[config.mk]
export PLATFORM = sky130hd
export DESIGN_NAME = coax_tx_arbiter
export DESIGN_NICKNAME = d
export VERILOG_FILES = /design/src/rtl/coax_tx_arbiter.sv
export SDC_FILE = /design/constraint.sdc
export NUM_CORES = 1
export LEC_CHECK = 0
export CAP_MARGIN = 25
export CORE_MARGIN = 4
export CORE_UTILIZATION = 51
export CTS_BUF_LIST = sky130_fd_sc_hd__clkbuf_8
export CTS_CLUSTER_DIAMETER = 200
export DETAILED_ROUTE_END_ITERATION = 7
export GPL_ROUTABILITY_DRIVEN = 0
export PLACE_DENSITY = 0.84
export SKIP_LAST_GASP = 1
export SLEW_MARGIN = 25
export SYNTH_ARGS = -nofsm -noshare
export SYNTH_HDL_FRONTEND = slang
export SYNTH_SLANG_ARGS = --single-unit
[constraint.sdc]
create_clock -name clk -period 2.15 [get_ports clk]
set_input_delay 0.43 -clock clk [delete_from_list [all_inputs] [get_ports clk]]
set_output_delay 0.43 -clock clk [all_outputs]
set_load 0.02 [all_outputs]
[src/rtl/coax_tx_arbiter.sv]
// rtl/coax_tx_arbiter.sv - two-source frame arbiter for the coax TX FIFO/serializer
// Keeps each granted frame atomic from first word through transmit completion.
module coax_tx_arbiter #(
   parameter int MAX_WORDS     = 64,
   parameter int START_TIMEOUT = 255
) (
   input  logic       clk,
   input  logic       reset,
   input  logic [1:0] req,
   input  logic [1:0] load,
   input  logic [1:0] last,
   input  logic [9:0] data0,
   input  logic [9:0] data1,
   input  logic       clear,
   input  logic       tx_active,
   input  logic       tx_full,
   output logic [1:0] grant,
   output logic [1:0] done,
   output logic [1:0] abort,
   output logic [1:0] overflow,
   output logic       timeout,
   output logic [9:0] tx_data,
   output logic       tx_load_strobe,
   output logic       tx_start_strobe,
   output logic       tx_reset
);
   localparam int CW = $clog2(MAX_WORDS + 1);
   localparam logic [CW-1:0] MAX_CNT = CW'(MAX_WORDS);
   localparam logic [7:0]    TMO     = 8'(START_TIMEOUT);

   typedef enum logic [2:0] {IDLE, LOAD, START, WAIT_RISE, WAIT_FALL, ABORT} state_t;

   state_t        state, state_nxt;
   logic          owner, owner_nxt;
   logic          last_served, last_served_nxt;
   logic [CW-1:0] word_cnt, word_cnt_nxt;
   logic [7:0]    tmr, tmr_nxt;
   logic [1:0]    grant_nxt, done_nxt, abort_nxt, overflow_nxt, ov_set;
   logic          timeout_nxt, tmo_set;
   logic [9:0]    tx_data_nxt;
   logic          load_nxt, start_nxt, txrst_nxt;
   logic          win;
   logic [1:0]    sel;

   always_comb begin
      state_nxt       = state;
      owner_nxt       = owner;
      last_served_nxt = last_served;
      word_cnt_nxt    = word_cnt;
      tmr_nxt         = tmr;
      grant_nxt       = grant;
      done_nxt        = 2'b00;
      abort_nxt       = 2'b00;
      ov_set          = 2'b00;
      tmo_set         = 1'b0;
      tx_data_nxt     = tx_data;
      load_nxt        = 1'b0;
      start_nxt       = 1'b0;
      txrst_nxt       = 1'b0;
      win             = 1'b0;
      sel             = owner ? 2'b10 : 2'b01;

      case (state)
         IDLE: begin
            // A foreign transmission already on the line blocks arbitration.
            if (req != 2'b00 && !tx_active) begin
               win          = (req == 2'b11) ? ~last_served : req[1];
               owner_nxt    = win;
               grant_nxt    = win ? 2'b10 : 2'b01;
               word_cnt_nxt = '0;
               state_nxt    = LOAD;
            end
         end
         LOAD: begin
            if (!req[owner]) begin
               state_nxt = ABORT;
            end else if (load[owner]) begin
               if (word_cnt == MAX_CNT) begin
                  state_nxt = ABORT;
               end else if (tx_full) begin
                  ov_set = sel;
               end else begin
                  load_nxt     = 1'b1;
                  tx_data_nxt  = owner ? data1 : data0;
                  word_cnt_nxt = word_cnt + CW'(1);
                  if (last[owner]) state_nxt = START;
               end
            end
         end
         START: begin
            start_nxt = 1'b1;
            grant_nxt = 2'b00;
            tmr_nxt   = '0;
            state_nxt = WAIT_RISE;
         end
         WAIT_RISE: begin
            if (tx_active) begin
               state_nxt = WAIT_FALL;
            end else if (tmr == TMO) begin
               tmo_set   = 1'b1;
               state_nxt = ABORT;
            end else begin
               tmr_nxt = tmr + 8'd1;
            end
         end
         WAIT_FALL: begin
            if (!tx_active) begin
               done_nxt        = sel;
               last_served_nxt = owner;
               state_nxt       = IDLE;
            end
         end
         ABORT: begin
            // tx_reset flushes whatever part of the frame reached the FIFO.
            txrst_nxt       = 1'b1;
            abort_nxt       = sel;
            grant_nxt       = 2'b00;
            last_served_nxt = owner;
            state_nxt       = IDLE;
         end
         default: state_nxt = IDLE;
      endcase

      overflow_nxt = (clear ? 2'b00 : overflow) | ov_set;
      timeout_nxt  = (clear ? 1'b0 : timeout) | tmo_set;
   end

   always_ff @(posedge clk or posedge reset) begin
      if (reset) begin
         state           <= IDLE;
         owner           <= 1'b0;
         last_served     <= 1'b1;
         word_cnt        <= '0;
         tmr             <= '0;
         grant           <= 2'b00;
         done            <= 2'b00;
         abort           <= 2'b00;
         overflow        <= 2'b00;
         timeout         <= 1'b0;
         tx_data         <= '0;
         tx_load_strobe  <= 1'b0;
         tx_start_strobe <= 1'b0;
         tx_reset        <= 1'b0;
      end else begin
         state           <= state_nxt;
         owner           <= owner_nxt;
         last_served     <= last_served_nxt;
         word_cnt        <= word_cnt_nxt;
         tmr             <= tmr_nxt;
         grant           <= grant_nxt;
         done            <= done_nxt;
         abort           <= abort_nxt;
         overflow        <= overflow_nxt;
         timeout         <= timeout_nxt;
         tx_data         <= tx_data_nxt;
         tx_load_strobe  <= load_nxt;
         tx_start_strobe <= start_nxt;
         tx_reset        <= txrst_nxt;
      end
   end
endmodule

==> results by group <==
Status
  – Status: finished, final reports clean

Floorplan
  – I/O Pins: 53
  – Initial Util: 53.50%
  – Die Width: 73.24 um
  – Core Box Area: 4058 um2
  – Die Ht: 73.24 um
  – Core Rows: 23
  – Die ar.: 5364 um2

Detailed routing
  – # DRC: 0
  – Routed WL: 5218 um
  – Vias per cell: 5.745
  – DRT Pass-1 Iters: 4
  – Via count: 1867
  – Initial drt markers: 110
  – Antenna-violating nets left: 0
  – DR WL/cell: 16.06 um

GRT
  – Congestion Overflow GR: 0
  – Overall Global Routing Usage: 20.96%
  – Antenna violations before repair: 0
  – Largest net degree at the start of global routing: 43
  – Number of global-route vias before repair: 1881
  – First-pass GRT wire length: 8638 um

Timing
  – Final hold violations: 0
  – Rel. slew slack: 64.48%
  – RSZ-0062 raised after global routing: false
  – Worst-margin pin slew: 532.7 ps
  – Achievable frequency: 505.1 MHz
  – Post-layout minimum cycle time: 1980 ps
  – Setup violations, final: 0
  – Final worst slack: 170.2 ps
  – Sum Neg Setup Slack: 0 ps
  – Setup Skew: 4.153 ps
  – Slew Viols, Final: 0
  – Fin crit share: 92.08%

Layout
  – Register area: 1052 um2
  – Filler instances: 299
  – Share of layout cells above drive strength 1: 10.55%
  – Fin cells: 325
  – Final nets: 308
  – Antenna Cells: 0
  – Multi-input gate area: 992.2 um2
  – P&R area growth vs syn: 32.97%

Clock tree
  – Htree depth: 2
  – Clk root buf: clkbuf_8
  – Worst-path clk slew: 80 ps
  – CTS tree: built
  – Later-pin clock latency in the skew report: 300 ps
  – # Post-CTS Setup Buffers: 0
  – CTS Buf Count: 5
  – TritonCTS sink count: 42
  – Hold buffer count at CTS: 0
  – Max Root-Sink Buffers: 2
  – Post_cts resized: 0

Yosys
  – Area leader, netlist: dfrtp_1
  – Synth warnings: 0
  – Syn Area/Cell: 10.00 um2
  – Synthesized cell area: 2171 um2
  – EDFF count, synth: 0
  – Post-synthesis sequential area ratio: 48.47%
  – Commonest cells in the netlist: dfrtp_1 (41), nand2_1 (19), mux2i_1 (17)
  – Yosys cell types: 51
  – Top post-synthesis cells by area: dfrtp_1 (47%), mux2i_1 (7.8%), nand2_1 (3.3%)
  – Cells after synthesis: 217
  – Post-synth top area share: 47.26%
  – Synth async-reset ratio: 100.0%
  – Count leader, synth: dfrtp_1
  – Syn Nets: 251
  – Main synth FF type: dfrtp_1
  – Synthesized flop and latch total: 42

Worst setup path
  – Crit path cell chain: or4b_1, or2_1, a311o_1, o31ai_2
  – Reg2Reg Launch Point: word_cnt[5]$_DFFE_PP0P_
  – Startpoint types: flip-flop
  – Flop-to-flop setup slack: 170 ps
  – CP Capture Type: flip-flop
  – WP data arrival: 2190 ps
  – CP peak stage delay: 550 ps
  – Cell at the slowest stage of the critical path: or4b_1
  – FF-to-FF End: state[2]$_DFFE_PP0P_
  – Crit-path leading delay family: simple AND/OR/NAND/NOR gates
  – Worst R2R Path Depth: 4
  – CP required: 2360 ps
  – Worst path buffer plus inverter count: 0
  – Max FO, Critical Path: 7
  – Crit Path Category: reg -> reg

Place
  – Pre-CTS setup slack: 110.7 ps
  – Final HPWL DP: 3800 um
  – Placed Cells: 317
  – IO buf count: 52

Worst hold path
  – Hold Path Cell Cnt: 1
  – Hold Path Sink: tmr[7]$_DFFE_PP0P_
  – Tightest Hold Check Type: reg -> reg
  – Hold Startpoint: tmr[7]$_DFFE_PP0P_

Flow run
  – Max-cap violation count: 0

Power
  – Max IR drop VDD: 757.4 uV
  – Pleak: 1.316 nW
  – Cell Pwr Density: 1133 nW/um2
worst max path at each step:
stage | startpoint | endpoint | slack, ps | cells after the start
2_1_floorplan | tmr[0]$_DFFE_PP0P_ | tmr[7]$_DFFE_PP0P_ | 250 | 7
3_3_place_gp | req[1] | state[0]$_DFFE_PP0P_ | 170 | 6
3_5_place_dp | req[0] | tx_data[6]$_DFFE_PP0P_ | 110 | 7
4_1_cts | word_cnt[5]$_DFFE_PP0P_ | state[2]$_DFFE_PP0P_ | 160 | 4
5_1_grt | tmr[0]$_DFFE_PP0P_ | tmr[7]$_DFFE_PP0P_ | 20 | 5
6_report | word_cnt[5]$_DFFE_PP0P_ | state[2]$_DFFE_PP0P_ | 170 | 4
area by class of cell:
cell class                 instances  area share [%]
sequential                        42           36.45
tap                               50           2.167
clock buffer                       5           2.384
inverter                          14           1.821
timing repair buffer              65           21.41
clock inverter                     3           1.387
multi-input combinational        146           34.37
cell families (layout without fill, tap and decap cells):
logic type	count (synthesis)	count (layout)	share of synthesized area, %
multiplexers	19	19	8.876
buffers and inverters	29	87	5.821
flip-flops	42	42	48.47
AO/OA/AOI/OAI	55	55	17.64
AND/OR/NAND/NOR	69	69	17.46
adder cells (fa/ha/maj)	3	3	1.729
metrics by stage:
| stage | utilization [%] | area (um2) | hold WS, ps | power [mW] |
|---|---|---|---|---|
| floorplan | - | 2171 | 440.2 | 2.080 |
| global placement | 68.46 | 2778 | 464.6 | 2.622 |
| detailed placement | 68.46 | 2778 | 468.2 | 2.653 |
| CTS | 71.14 | 2887 | 496.8 | 3.278 |
| global route | 71.14 | 2887 | 515.1 | 3.475 |
| finish | 71.14 | 2887 | 496.6 | 3.271 |
report_power, final:
group          internal, mW  leakage, nW  total [mW]  switching [mW]
registers              1.02        0.544        1.22           0.197
clock network         0.342       0.0579       0.618           0.276
logic                 0.673        0.714        1.44           0.762
total                  2.03         1.32        3.27            1.24
metal layers:
layer  GRT usage (%)  vias up  part of all wire [%]
met2           32.57       86                    45
met4           8.607        0                   2.4
li1                -      907                     -
met1           26.43      862                    44
met5               0        -                     0
met3           7.438       12                   9.3
sequential cells by signal (all words and copies together) (netlist names), 2 cells and up:
name / cells
tx_data: 10
word_cnt: 7
done: 2
tmr: 8
grant: 2
overflow: 2
abort: 2
state: 3
placed cells by master, fill, tap and decap left out, drive strengths merged, types with 3 or more instances in the layout:
| cell | Yosys | layout |
|---|---|---|
| a21oi | 14 | 14 |
| a31oi | 10 | 10 |
| and3 | 6 | 6 |
| buf | 5 | 13 |
| clkbuf | 10 | 5 |
| clkdlybuf4s50 | 0 | 52 |
| dfrtp | 41 | 41 |
| ha | 3 | 3 |
| inv | 14 | 14 |
| mux2i | 17 | 17 |
| nand2 | 19 | 19 |
| nand2b | 5 | 5 |
| nand3 | 12 | 12 |
| nand4 | 6 | 6 |
| nor2 | 3 | 3 |
| nor3 | 3 | 3 |
| o21ai | 5 | 5 |
| o22ai | 4 | 4 |
| o31ai | 3 | 3 |
worst reg2reg max path, cell delays in order (launching register included):
cell and delay, ps:
dfrtp_1 410, or4b_1 550, or2_1 330, a311o_1 370, o31ai_2 240
(Power assumes the default switching activity.)
